File: config.mk
export PLATFORM = sky130hd
export DESIGN_NAME = tempo_step_counter
export DESIGN_NICKNAME = d
export VERILOG_FILES = /design/src/rtl/seq_pkg.sv /design/src/rtl/tempo_divider.sv /design/src/rtl/tempo_step_counter.sv
export SDC_FILE = /design/constraint.sdc
export NUM_CORES = 1
export LEC_CHECK = 0
export ABC_AREA = 1
export CORE_ASPECT_RATIO = 1.2
export CORE_MARGIN = 2
export CORE_UTILIZATION = 50
export CTS_BUF_LIST = sky130_fd_sc_hd__clkbuf_8
export DETAILED_ROUTE_END_ITERATION = 6
export PLACE_DENSITY_LB_ADDON = 0.12
export SETUP_SLACK_MARGIN = 0.02
export SLEW_MARGIN = 15
export SYNTH_ARGS = -nofsm -noshare
export SYNTH_HDL_FRONTEND = slang
export SYNTH_SLANG_ARGS = --single-unit
export TNS_END_PERCENT = 100
File: constraint.sdc
create_clock -name clk -period 3.9 [get_ports clk]
set_clock_uncertainty 0.15 [all_clocks]
set_input_delay 0.585 -clock clk [delete_from_list [all_inputs] [get_ports clk]]
set_output_delay 0.585 -clock clk [all_outputs]
set_load 0.005 [all_outputs]
File: src/rtl/seq_pkg.sv
// Shared definitions for the tempo/step sequencer: step-order modes,
// the power-on tempo period and direction encodings.
package seq_pkg;

  // Step traversal order selected by the 2-bit mode input.
  typedef enum logic [1:0] {
    MODE_FWD  = 2'd0,
    MODE_REV  = 2'd1,
    MODE_PP   = 2'd2,
    MODE_HOLD = 2'd3
  } mode_e;

  // Clocks per step after power-on, until software writes a period.
  localparam int unsigned DEF_PERIOD = 5000000;

  // Traversal direction as reported on the dir output.
  localparam logic DIR_UP   = 1'b1;
  localparam logic DIR_DOWN = 1'b0;

endpackage

File: src/rtl/tempo_divider.sv
// Tempo divider: holds the programmable period and counts clocks while
// run is high. terminal is high in the cycle whose rising edge completes
// one period; the counter wraps to zero on that same edge.
module tempo_divider #(
  parameter int          DIV_W      = 26,
  parameter int unsigned DEF_PERIOD = seq_pkg::DEF_PERIOD
) (
  input  logic             clk,
  input  logic             poweron,
  input  logic             run,
  input  logic             restart,
  input  logic             period_wr,
  input  logic [DIV_W-1:0] period_in,
  output logic             terminal
);

  // A zero period would never terminate, so it is promoted to one.
  localparam logic [DIV_W-1:0] PERIOD_RST =
    (DEF_PERIOD == 0) ? DIV_W'(1) : DIV_W'(DEF_PERIOD);

  logic [DIV_W-1:0] period;
  logic [DIV_W-1:0] div_cnt;
  logic             at_end;

  // Compare with >= so a period written below the running count still
  // terminates on the next run cycle instead of wrapping the counter.
  assign at_end   = (div_cnt >= (period - DIV_W'(1)));
  assign terminal = run & ~restart & at_end;

  // Period register; a written zero is stored as one.
  always_ff @(posedge clk or negedge poweron) begin
    if (!poweron) begin
      period <= PERIOD_RST;
    end else if (period_wr) begin
      period <= (period_in == '0) ? DIV_W'(1) : period_in;
    end
  end

  // Clock counter: cleared by restart, advances only while run is high.
  always_ff @(posedge clk or negedge poweron) begin
    if (!poweron) begin
      div_cnt <= '0;
    end else if (restart) begin
      div_cnt <= '0;
    end else if (run) begin
      div_cnt <= at_end ? '0 : (div_cnt + DIV_W'(1));
    end
  end

endmodule

File: src/rtl/tempo_step_counter.sv
// Tempo-driven step sequencer. A divider produces one advance every
// `period` clocks; each advance moves the step index according to the
// selected mode and pulses step_tick (plus bar_tick when the loop wraps).
module tempo_step_counter #(
  parameter int          STEP_W     = 4,
  parameter int          DIV_W      = 26,
  parameter int unsigned DEF_PERIOD = seq_pkg::DEF_PERIOD
) (
  input  logic              clk,
  input  logic              poweron,
  input  logic              run,
  input  logic              restart,
  input  logic              period_wr,
  input  logic [DIV_W-1:0]  period_in,
  input  logic [STEP_W-1:0] loop_len,
  input  logic [1:0]        mode,
  output logic [STEP_W-1:0] step,
  output logic              step_tick,
  output logic              bar_tick,
  output logic              dir
);

  import seq_pkg::*;

  mode_e             mode_sel;
  logic              advance;
  logic [STEP_W-1:0] nxt_step;
  logic              nxt_dir;
  logic              nxt_bar;

  assign mode_sel = mode_e'(mode);

  tempo_divider #(
    .DIV_W      (DIV_W),
    .DEF_PERIOD (DEF_PERIOD)
  ) u_divider (
    .clk       (clk),
    .poweron   (poweron),
    .run       (run),
    .restart   (restart),
    .period_wr (period_wr),
    .period_in (period_in),
    .terminal  (advance)
  );

  // Position the step index would take on the next advance. Mode is
  // sampled here, so a mode change only shows up at the next advance.
  // HOLD freezes step and dir even for a one-step loop, and never wraps.
  always_comb begin
    nxt_step = step;
    nxt_dir  = dir;
    nxt_bar  = 1'b0;
    if (mode_sel == MODE_HOLD) begin
      nxt_step = step;
    end else if (loop_len == '0) begin
      nxt_step = '0;
      nxt_bar  = 1'b1;
      nxt_dir  = (mode_sel == MODE_REV) ? DIR_DOWN : DIR_UP;
    end else begin
      case (mode_sel)
        MODE_FWD: begin
          nxt_dir = DIR_UP;
          if (step >= loop_len) begin
            nxt_step = '0;
            nxt_bar  = 1'b1;
          end else begin
            nxt_step = step + STEP_W'(1);
          end
        end
        MODE_REV: begin
          nxt_dir = DIR_DOWN;
          if ((step == '0) || (step > loop_len)) begin
            nxt_step = loop_len;
            nxt_bar  = 1'b1;
          end else begin
            nxt_step = step - STEP_W'(1);
          end
        end
        MODE_PP: begin
          if (step > loop_len) begin
            nxt_step = '0;
            nxt_dir  = DIR_UP;
            nxt_bar  = 1'b1;
          end else if (dir == DIR_UP) begin
            if (step == loop_len) begin
              nxt_step = loop_len - STEP_W'(1);
              nxt_dir  = DIR_DOWN;
            end else begin
              nxt_step = step + STEP_W'(1);
            end
          end else begin
            if (step == '0) begin
              nxt_step = STEP_W'(1);
              nxt_dir  = DIR_UP;
              nxt_bar  = 1'b1;
            end else begin
              nxt_step = step - STEP_W'(1);
            end
          end
        end
        default: begin
          nxt_step = step;
        end
      endcase
    end
  end

  // Step/dir state and registered tick pulses; restart wins over advance.
  always_ff @(posedge clk or negedge poweron) begin
    if (!poweron) begin
      step      <= '0;
      dir       <= DIR_UP;
      step_tick <= 1'b0;
      bar_tick  <= 1'b0;
    end else begin
      step_tick <= 1'b0;
      bar_tick  <= 1'b0;
      if (restart) begin
        if (mode_sel == MODE_REV) begin
          step <= loop_len;
          dir  <= DIR_DOWN;
        end else begin
          step <= '0;
          dir  <= DIR_UP;
        end
      end else if (advance) begin
        step      <= nxt_step;
        dir       <= nxt_dir;
        step_tick <= 1'b1;
        bar_tick  <= nxt_bar;
      end
    end
  end

endmodule

-- Word level (Yosys, flattened, before mapping)
Index checks and enable logic that the tools add are counted.
- multiplexer cells: 37
- eq/ne operators: 5
- order comparisons: 3
- $add $sub $neg: 5
- bitwise operators: 3
- reduce and logical (&&, ||, !) cells: 9
- operators by type and width (cell ; count):
    2-to-1 mux 26 bit ; 4
    2-to-1 mux 4 bit ; 11
    adder 26 x 1 -> 26 bit, second input constant ; 1
    greater-or-equal comparator 26 bit ; 1
    logical NOT 26 bit ; 1
    subtractor 26 x 1 -> 26 bit, second input constant ; 1
    2-to-1 mux 1 bit ; 19
    case mux 4 bit (3 select lines) ; 1
    logical NOT 4 bit ; 2
    subtractor 4 x 1 -> 4 bit, second input constant ; 2
    case mux 1 bit (3 select lines) ; 2
    nonzero test 5 bit ; 1
    adder 4 x 1 -> 4 bit, second input constant ; 1
    equality test 2 bit, second input constant ; 2
    equality test 4 bit ; 1
    greater-or-equal comparator 4 bit ; 1
    > comparator 4 bit ; 1
    nonzero test 2 bit ; 2
    AND reduction 3 bit ; 1
    AND 1 bit ; 2
    equality test 2 x 1 -> 1 bit, second input constant ; 1
    logical NOT 2 bit ; 1
    inequality test 2 bit, second input constant ; 1
    logical OR 1 bit ; 1
    inverter 1 bit ; 1
- flip-flop bits (word level): 59
- output and inout bits: 7
- word-level logic and storage cells: 68
- input bits: 37

-- Depth between registers and ports, before layout
- depth in word-level cells: 9
- mapped depth: 22
- gate-level depth less buffers: 22

-- Modules after synthesis
A second synthesis with hierarchy kept.
- cells, all modules: 775
- area, all modules: 5178.7 um^2
- by module, submodules not included (module ; area an instance (um^2) ; times used ; cells each ; seq. area each (um^2)):
    tempo_divider ; 4134.0 ; 1 ; 617 ; 1311.3
    tempo_step_counter ; 1044.8 ; 1 ; 158 ; 176.4

-- Worst setup path before layout
No wires, ideal clock.
- path type: reg2reg
- start: register u_divider.period[0]
- end: register step[1]
- path buffers: 0
- cell stages (with the launch flop): 23
- setup time: 0.116 ns
- arrival: 2.715 ns
- data required time: 3.634 ns
- period minus slack after synthesis: 2.981 ns
- slack: 0.919 ns
- cell sequence: dfrtp_1 > inv_1 > ha_1 > nand3_1 > nor2_2 > nand3_1 > nor3_2 > xor2_1 > inv_1 > ha_1 > nand2_1 > inv_1 > nand2_1 > nor2_1 > nand2_1 > nor2_1 > nor2_1 > nand3_2 > nand2_1 > nand2_1 > nand2_1 > nand2_1 > nand2_1
- cells in the longest elaborated chain, start to end: 5
- RTL lines (element ; RTL line ; RTL):
    from (decl) ; tempo_divider.sv:21 ; logic [DIV_W-1:0] period;
    from (signal assigned) ; tempo_divider.sv:35 ; period <= (period_in == '0) ? DIV_W'(1) : period_in;
    subtractor 26 x 1 -> 26 bit ; tempo_divider.sv:27 ; assign at_end = (div_cnt >= (period - DIV_W'(1)));
    greater-or-equal comparator 26 bit ; tempo_divider.sv:27 ;
    AND 1 bit ; tempo_divider.sv:28 ; assign terminal = run & ~restart & at_end;
    nonzero test 2 bit (no source line) ; n/a ;
    AND reduction 3 bit (no source line) ; n/a ;
    to (signal assigned) ; tempo_step_counter.sv:120 ; step <= loop_len;
    to (signal assigned) ; tempo_step_counter.sv:127 ; step <= nxt_step;
    to (decl) ; tempo_step_counter.sv:17 ; output logic [STEP_W-1:0] step,
No other way between the ends.
A chain may end at the register's enable or synchronous reset.

-- Worst setup path in the final report
- start: register u_divider.period[0]
- end: register u_divider.div_cnt[9]
- cells in the longest elaborated chain, start to end: 5
- RTL lines (element ; RTL line ; RTL):
    subtractor 26 x 1 -> 26 bit ; tempo_divider.sv:27 ;
    greater-or-equal comparator 26 bit ; tempo_divider.sv:27 ;
    2-to-1 mux 26 bit ; tempo_divider.sv:46 ; div_cnt <= at_end ? '0 : (div_cnt + DIV_W'(1));
    2-to-1 mux 26 bit ; tempo_divider.sv:45 ; end else if (run) begin
    2-to-1 mux 26 bit ; tempo_divider.sv:43 ; end else if (restart) begin
    to (signal assigned) ; tempo_divider.sv:46 ;
    to (decl) ; tempo_divider.sv:22 ; logic [DIV_W-1:0] div_cnt;
No other way between the ends. The select of a mux whose other input is x is not followed.

==> flow_summary.ini <==
[floorplanning]
die_h_microns = 111
initial_utilization_pct = 50.9
io_pins = 44
core-area_sq_um = 9420
die_w_microns = 93.4
dieArea_sq_um = 10400
rows = 39

[sta]
fin_crit_sh_pct = 88.0
max-slew-margin-rel_pct = 43.3
rsz0062_at_grt = false
min_period_ns = 3.43
worst_pin_slew_ns = 0.850
fmax_mhz = 291
drv_slew = 0
finalSetupViolCount = 0
final-hold-violation-count = 0
finalSetupTns_ns = 0

[critical_path]
critical_path.startpoint = u_divider.period[0]
r2r_end = u_divider.div_cnt[9]
worstPathMaxFanout = 11
endpoint_kind = flop
slowest_stage = dfrtp_1
reg2reg_depth = 20
reg2reg_from = u_divider.period[0]
worstSetupEndpoint = u_divider.div_cnt[9]
critPathMaxStageDelay_ns = 0.42
critPathKind = reg2reg
path_common_cell = inv_1
critPathLaunchType = flop
worstPathCellList = inv_1 > ha_1 > nand3_1 > nor2_2 > nand3_1 > nor3_2 > xor2_1 > inv_1 > ha_1 > nand2_1 > inv_1 > nand2_1 > nor2_1 > nand2_1 > nor2_1 > nor2_1 > nand3_2 > nor2_2 > inv_1 > o21ai_0
crit_required_ns = 3.97
crit_arrival_ns = 3.50
r2r_setup_slack_ns = 0.47

[power_and_ir_drop]
p_leak_nw = 2.73
power.density_nw_per_um2 = 313
ir_drop_v = 0.000210

[finish]
multiInputGateArea_sq_um = 2840
num-nets-final = 799
fin_cells = 850
seq_area_sq_um = 1490
final_core_util_pct = 58.8
area.growth.synth_to_final_pct = 15.6
fill_cells = 912
diodes = 0
final_layout_size_suffix_gt1_share_pct = 7.98

[global_routing]
gr-total-overflow = 0
grt_pass1_vias = 4563
grtUsageTotal_pct = 25.2
grt_max_degree = 48
antenna_found_initial = 0
grt_pass1_wl_microns = 20600

[clocking]
h-tree-depth = 3
clock_path_buffers = 2
cts_tree = done
clkTransAtPathRegs_ns = 0.07
numCtsBuffers = 9
clockRootBuffer = clkbuf_8
worst_skew_pair.late_latency_ns = 0.35
post_cts_buffers = 0
cts_num_sinks = 59
postCtsHoldBufs = 0
cts_resized = 0

[synth]
ys_ff_latch = 59
synth.top_cell.area_share_pct = 26.1
ys_types = 37
async_flop_share_pct = 100
synthFlopType = dfrtp_1
yosysTopAreaCell = dfrtp_1
netlist_area_sq_um = 4790
ys_seq_area_share_pct = 31.0
synth-edff-count = 0
syn_nets = 754
yosys_warnings = 0
synthCells = 677
yosys-top-cells-count = nand2_1 (170), inv_1 (108), nand3_1 (54)
synth_most_common_cell = nand2_1
post_synth.cell_area_avg_sq_um = 7.08
ys_top_cells_by_area = dfrtp_1 (26%), nand2_1 (13%), ha_1 (10%)

[hold_path]
hold_class = in2async

[place]
gp_congestion = 0.916
dpl.cell_count = 834
dp_hpwl_microns = 9680
port_buffers = 43

[status]
status = finished, final reports clean

[flow_run]
cap_violations = 0

[drt]
drcViolationCount = 0
wl_per_cell_microns = 14.3
num_vias = 4539
via_per_inst = 5.34
ant_nets = 0
drtIter0Drc = 266
drt-total-wl_microns = 12100
drtPass1Iterations = 5
how the worst min path moves through the flow:
stage / cells past startpoint / endpoint / from / slack, ns
floorplan: 0 / bar_tick / poweron / 0.14
global placement: 2 / u_divider.period[11] / u_divider.period[11] / 0.36
detailed placement: 2 / u_divider.period[11] / u_divider.period[11] / 0.36
CTS: 1 / u_divider.period[3] / poweron / 0.21
global route: 1 / u_divider.period[3] / poweron / 0.25
finish: 1 / u_divider.period[3] / poweron / 0.19
registers in the layout (all words and copies together) (netlist names):
signal / flops
bar_tick: 1
dir: 1
step: 4
step_tick: 1
u_divider.div_cnt: 26
u_divider.period: 26
cells by family after synthesis:
group / Yosys count / synth area share [%]
AOI/OAI and AO/OA: 80 / 9.29
xor gates and xnor gates: 38 / 6.94
adders and majority gates: 40 / 10.4
buffers and inverters: 123 / 9.79
DFF: 59 / 31.0
muxes: 5 / 1.15
and+or+nand+nor: 332 / 31.4
through the flow:
stage                     power [mW]  worst slack, ns  instance area [sq um]  hold slack [ns]
after floorplan                 1.01            0.919                   4790            0.139
after global placement          1.18            0.607                   5350            0.356
after detailed placement        1.19            0.457                   5350            0.362
after CTS                       1.75            0.440                   5540            0.212
after global routing            1.84           0.0236                   5540            0.252
final                           1.73            0.468                   5540            0.190
layer usage:
metal / global-route usage, % / vias up / share of wire, % / routed length, microns
li1: - / 2286 / - / -
met1: 29.2 / 2107 / 41 / 5000
met2: 44.8 / 113 / 52 / 6310
met3: 2.58 / 33 / 3.1 / 371
met4: 13.2 / 0 / 3.6 / 437
met5: 0 / - / 0 / 0
critical path: cells and delay by family (launching register included):
| family | cells | cell delay (ns) |
|---|---|---|
| buf+inv | 4 | 0.52 |
| flops | 1 | 0.42 |
| xor+xnor | 1 | 0.16 |
| compound gates | 1 | 0.14 |
| fa+ha+maj | 2 | 0.46 |
| simple gates | 12 | 1.45 |
where the power goes:
part	internal, mW	total, mW	leakage [nW]	switching, mW
Combinational	0.183	0.469	1.88	0.285
Clock	0.306	0.557	0.103	0.250
Sequential	0.657	0.708	0.754	0.0510
layout by cell type, fill, tap and decap left out, types with 4 or more instances in the layout:
cell,instances
nand2_1,170
inv_1,109
nand3_1,54
nor2_1,50
dfrtp_1,50
clkdlybuf4s50_1,42
ha_1,40
o21ai_0,38
xor2_1,36
a21oi_1,17
nand4_1,14
nor3_1,13
clkbuf_8,10
o22ai_1,9
dfstp_2,9
nor4_1,7
nor2_2,6
o21ai_1,4
nand3b_1,4
mux2_2,4
nor3_2,4
buf_4,4
layout make-up:
| class | count | area share [%] |
|---|---|---|
| timing repair buffer | 47 | 8.22 |
| inverter | 110 | 7.45 |
| sequential | 59 | 26.8 |
| tap | 123 | 2.78 |
| clock inverter | 6 | 1.02 |
| clock buffer | 10 | 2.48 |
| multi-input combinational | 495 | 51.2 |
Note: power is estimated with default switching activity, not from simulation.
